`config.mk`:
```
export PLATFORM = sky130hd
export DESIGN_NAME = pmem_arbiter
export DESIGN_NICKNAME = d
export VERILOG_FILES = /design/src/rtl/pmem_arbiter.sv
export SDC_FILE = /design/constraint.sdc
export NUM_CORES = 1
export LEC_CHECK = 0
export ABC_AREA = 1
export CAP_MARGIN = 30
export CORE_ASPECT_RATIO = 0.8
export CORE_MARGIN = 4
export CORE_UTILIZATION = 40
export CTS_CLUSTER_SIZE = 8
export DETAILED_ROUTE_END_ITERATION = 10
export PLACE_DENSITY_LB_ADDON = 0.08
export SETUP_SLACK_MARGIN = 0.1
export SLEW_MARGIN = 20
export SYNTH_ARGS = -nofsm -noshare
export SYNTH_HDL_FRONTEND = slang
export SYNTH_SLANG_ARGS = --single-unit
```
`constraint.sdc`:
```
create_clock -name clk_i -period 10.08 [get_ports clk_i]
set_input_delay 1.512 -clock clk_i [delete_from_list [all_inputs] [get_ports clk_i]]
set_output_delay 1.512 -clock clk_i [all_outputs]
set_load 0.05 [all_outputs]
```
`src/rtl/pmem_arbiter.sv`:
```
// Round-robin arbiter sharing one physical-memory port between the IFU and the LSU.
// One transaction is outstanding at a time; a watchdog ends requests that never respond.
module pmem_arbiter #(
   parameter int unsigned AW      = 32,
   parameter int unsigned DW      = 32,
   parameter int unsigned TIMEOUT = 255
) (
   input  logic            clk_i,
   input  logic            rst_i,
   input  logic            if_valid_i,
   output logic            if_ready_o,
   input  logic [AW-1:0]   if_addr_i,
   output logic            if_rvalid_o,
   output logic [DW-1:0]   if_rdata_o,
   output logic            if_err_o,
   input  logic            ls_valid_i,
   output logic            ls_ready_o,
   input  logic [AW-1:0]   ls_addr_i,
   input  logic            ls_wen_i,
   input  logic [DW-1:0]   ls_wdata_i,
   input  logic [DW/8-1:0] ls_wmask_i,
   output logic            ls_rvalid_o,
   output logic [DW-1:0]   ls_rdata_o,
   output logic            ls_err_o,
   output logic            mem_req_o,
   input  logic            mem_ready_i,
   output logic [AW-1:0]   mem_addr_o,
   output logic            mem_wen_o,
   output logic [DW-1:0]   mem_wdata_o,
   output logic [DW/8-1:0] mem_wmask_o,
   input  logic            mem_rvalid_i,
   input  logic [DW-1:0]   mem_rdata_i
);

   localparam int unsigned CW = (TIMEOUT < 2) ? 1 : $clog2(TIMEOUT + 1);

   typedef enum logic [1:0] {StIdle, StIssue, StWait, StResp} state_e;

   state_e            state_q;
   logic              prio_ls_q;
   logic              owner_ls_q;
   logic [CW-1:0]     cnt_q;
   logic              mem_req_q;
   logic [AW-1:0]     addr_q;
   logic              wen_q;
   logic [DW-1:0]     wdata_q;
   logic [DW/8-1:0]   wmask_q;
   logic              if_rvalid_q, ls_rvalid_q;
   logic              if_err_q, ls_err_q;
   logic [DW-1:0]     if_rdata_q, ls_rdata_q;

   logic              gnt_if, gnt_ls;
   logic              timeout;
   logic [DW-1:0]     rsp_rdata;
   logic              rsp_err;

   // Grants are only offered in IDLE and never while reset is asserted.
   always_comb begin
      gnt_ls = 1'b0;
      gnt_if = 1'b0;
      if (state_q == StIdle && !rst_i) begin
         gnt_ls = ls_valid_i && (!if_valid_i || prio_ls_q);
         gnt_if = if_valid_i && !gnt_ls;
      end
   end

   // This WAIT cycle is the TIMEOUT-th one; a response in the same cycle still wins.
   assign timeout   = (cnt_q == CW'(TIMEOUT - 1));
   assign rsp_rdata = (mem_rvalid_i && !wen_q) ? mem_rdata_i : '0;
   assign rsp_err   = !mem_rvalid_i;

   always_ff @(posedge clk_i or posedge rst_i) begin
      if (rst_i) begin
         state_q     <= StIdle;
         prio_ls_q   <= 1'b1;
         owner_ls_q  <= 1'b0;
         cnt_q       <= '0;
         mem_req_q   <= 1'b0;
         addr_q      <= '0;
         wen_q       <= 1'b0;
         wdata_q     <= '0;
         wmask_q     <= '0;
         if_rvalid_q <= 1'b0;
         ls_rvalid_q <= 1'b0;
         if_err_q    <= 1'b0;
         ls_err_q    <= 1'b0;
         if_rdata_q  <= '0;
         ls_rdata_q  <= '0;
      end else begin
         if_rvalid_q <= 1'b0;
         ls_rvalid_q <= 1'b0;
         if_err_q    <= 1'b0;
         ls_err_q    <= 1'b0;
         unique case (state_q)
            StIdle: begin
               if (gnt_ls || gnt_if) begin
                  owner_ls_q <= gnt_ls;
                  prio_ls_q  <= gnt_if;
                  addr_q     <= gnt_ls ? ls_addr_i : if_addr_i;
                  wen_q      <= gnt_ls && ls_wen_i;
                  wdata_q    <= gnt_ls ? ls_wdata_i : '0;
                  wmask_q    <= gnt_ls ? ls_wmask_i : '0;
                  mem_req_q  <= 1'b1;
                  state_q    <= StIssue;
               end
            end
            StIssue: begin
               if (mem_ready_i) begin
                  mem_req_q <= 1'b0;
                  cnt_q     <= '0;
                  state_q   <= StWait;
               end
            end
            StWait: begin
               cnt_q <= cnt_q + CW'(1);
               if (mem_rvalid_i || timeout) begin
                  state_q <= StResp;
                  if (owner_ls_q) begin
                     ls_rvalid_q <= 1'b1;
                     ls_rdata_q  <= rsp_rdata;
                     ls_err_q    <= rsp_err;
                  end else begin
                     if_rvalid_q <= 1'b1;
                     if_rdata_q  <= rsp_rdata;
                     if_err_q    <= rsp_err;
                  end
               end
            end
            StResp: begin
               state_q <= StIdle;
            end
            default: begin
               state_q <= StIdle;
            end
         endcase
      end
   end

   assign if_ready_o  = gnt_if;
   assign ls_ready_o  = gnt_ls;
   assign if_rvalid_o = if_rvalid_q;
   assign ls_rvalid_o = ls_rvalid_q;
   assign if_err_o    = if_err_q;
   assign ls_err_o    = ls_err_q;
   assign if_rdata_o  = if_rdata_q;
   assign ls_rdata_o  = ls_rdata_q;
   assign mem_req_o   = mem_req_q;
   assign mem_addr_o  = addr_q;
   assign mem_wen_o   = wen_q;
   assign mem_wdata_o = wdata_q;
   assign mem_wmask_o = wmask_q;

endmodule

```
==> results.yml <==
sta:
  fmax_ghz: 0.1919
  slew_headroom: 0.4806
  rsz0062_at_grt: "false"
  finClkSkew_ns: 0.008692
  holdWs_ns: 0.4777
  period_share: 0.5169
  final-max-slew-violation-count: 0
  final.min_clock_period_ns: 5.210
  fin_ws_ns: 4.870
  finalSetupViolations: 0
  tns_ns: 0
  hold_violations: 0
  worst_pin_slew_ns: 0.7790
drt:
  vias: 5893
  wl_um: 19450
  via_per_inst: 4.600
  wire_per_inst_um: 15.18
  route.detailed.drc: 0
  drt_iter0_drc: 308
  ant_nets: 0
  firstDrtPassIters: 4
cts:
  cts-resized-gates: 0
  htreeDepth: 4
  cts_setup_buffers: 0
  clockRootBuffer: "clkbuf_16"
  cts_buffers: 17
  clk_path_buf_depth: 2
  cts_sinks: 150
  clk_latency_ns: 0.42
  hold_buffers: 0
  path_clk_slew_ns: 0.06
  cts_tree: "done"
finish:
  regArea_um2: 3755
  final_util: 0.6296
  syn_to_final_growth_pct: 53.23
  multi_input_area_um2: 2316
  design_area_um2: 9981
  stdcell_count: 1281
  antennaDiodeCount: 0
  drive_above_1_share: 0.05441
  num-nets-final: 1198
  fillers: 1390
critical_path:
  critPathKind: "input port to output pin"
  r2r_cells: 10
  arrival_ns: 3.70
  worstSetupStartpoint: "rst_i"
  critPathCapture: "if_ready_o"
  cp-end-kind: "output pin"
  rrSetupSlack_ns: 7.63
  r2r_start: "state_q[0]"
  crit_required_ns: 8.57
  reg2reg_to: "mem_wen_o"
  cp-start-kind: "input port"
  cp_max_fo: 34
placed_design:
  dp.final_hpwl_um: 13300
  place_area_um2: 9393
  dp_cells: 1248
  io_buffers: 278
  preCtsSetupSlack_ns: 4.854
  place_congestion: 0.7989
global_route:
  grt_pass1_wl_um: 30300
  grt-ovfl-total: 0
  antenna_found_initial: 0
  grt_pass1_vias: 5859
  grt_max_degree: 82
  grt_usage: 0.2129
yosys:
  seq_area_frac_synth: 0.5765
  synth_area_per_cell_um2: 8.245
  syn_inst: 790
  synth_area_um2: 6514
  ys_warn_count: 0
  syn_nets: 935
  ys_ff_latch: 150
  yosysUniqueCellTypes: 28
floorplanning:
  dieHeight_um: 122.1
  dieArea_um2: 18400
  coreArea_um2: 15850
  die_w_um: 150.7
  io_pins: 279
  initial_core_util: 0.4109
  rows: 41
pwr:
  fin_total_pwr_mw: 3.393
  power.leakage_nw: 4.955
  peakVddDrop_uv: 133.7
  powerDensity_nw_per_um2: 340.0
worst_hold_path:
  worstHoldPathType: "register to register"
flow_run:
  cap_violations: 0
status:
  status: "complete, no violations"
[worst min-delay path by stage]
stage / from / endpoint / slack, ns / cells past startpoint
floorplan: state_q[1] / state_q[1] / 0.47 / 2
global placement: ls_rdata_o[15] / ls_rdata_o[15] / 0.46 / 2
detailed placement: if_rdata_o[8] / if_rdata_o[8] / 0.46 / 2
CTS: ls_rdata_o[13] / ls_rdata_o[13] / 0.48 / 2
global route: ls_rdata_o[7] / ls_rdata_o[7] / 0.50 / 2
finish: if_rdata_o[4] / if_rdata_o[4] / 0.48 / 2
[registers in the layout, summed over array words and instances, names as in the netlist, 2 cells and up]
register	cells
if_rdata_o	32
ls_rdata_o	32
mem_addr_o	32
mem_wdata_o	32
cnt_q	8
mem_wmask_o	4
state_q	2
[critical path: stages]
cell and delay [ns]:
clkdlybuf4s50_1 0.50, nor2_2 0.21, nand3_1 0.11, inv_2 0.45, clkdlybuf4s50_1 0.92
[cells in the mapped netlist, drive strengths merged]
master	instances	share of area
a21oi	4	0.0031
o21ai	5	0.0044
nor2	42	0.025
inv	58	0.033
clkinv	2	0.0015
clkbuf	15	0.0086
nor3	3	0.0023
or2	1	0.00096
xnor2	1	0.0013
dfstp	1	0.0040
dfrtp	149	0.57
nand2	359	0.21
o21bai	1	0.0012
nand3	112	0.091
ha	6	0.012
buf	25	0.025
nand3b	1	0.0012
nand4	5	0.0048
[placed cells by master, fill, tap and decap left out]
| cell | n |
|---|---|
| nor2_1 | 40 |
| nor2_2 | 2 |
| clkdlybuf4s50_1 | 278 |
| buf_12 | 1 |
| nand2_2 | 3 |
| ha_1 | 6 |
| dfrtp_1 | 149 |
| nor3_1 | 3 |
| buf_4 | 5 |
| nand4_1 | 5 |
| nand2_4 | 1 |
| clkinvlp_4 | 2 |
| o21ai_2 | 1 |
| a21oi_1 | 4 |
| inv_2 | 5 |
| dfstp_2 | 1 |
| clkinv_2 | 4 |
| nand3_2 | 1 |
| clkinv_4 | 3 |
| bufinv_16 | 1 |
| nand3_4 | 2 |
| nand3b_1 | 1 |
| xnor2_1 | 1 |
| o21ai_1 | 1 |
| nand3_1 | 109 |
| or2_2 | 1 |
| o21bai_1 | 1 |
| inv_1 | 52 |
| o21ai_0 | 3 |
| clkbuf_16 | 17 |
| nand2_1 | 355 |
| inv_6 | 8 |
[report_power, final]
part	internal, mW	switching (mW)	total [mW]
clock network	0.345	0.272	0.617
logic	0.572	1.23	1.80
registers	0.842	0.135	0.976
[per-layer routing]
metal / up-vias / GRT usage / share of wire
li1: 2974 / - / -
met1: 2684 / 0.2569 / 0.41
met5: - / 0 / 0
met3: 24 / 0.08962 / 0.10
met4: 0 / 0.07361 / 0.021
met2: 211 / 0.3447 / 0.47
[logic make-up after synthesis]
group,Yosys count,synth area share
buffers and inverters,100,0.06838
xor gates and xnor gates,1,0.001345
DFF,150,0.5765
AOI/OAI and AO/OA,10,0.008643
adders and majority gates,6,0.01152
and+or+nand+nor,523,0.3337
[area by class of cell]
class	instances	area share
clock buffers	17	0.04262
clock inverters	15	0.01429
inverters	60	0.02332
multi-input cells	540	0.2320
flip-flops and latches	150	0.3762
well taps	215	0.02695
repair buffers	284	0.2846
(Power assumes the default switching activity.)
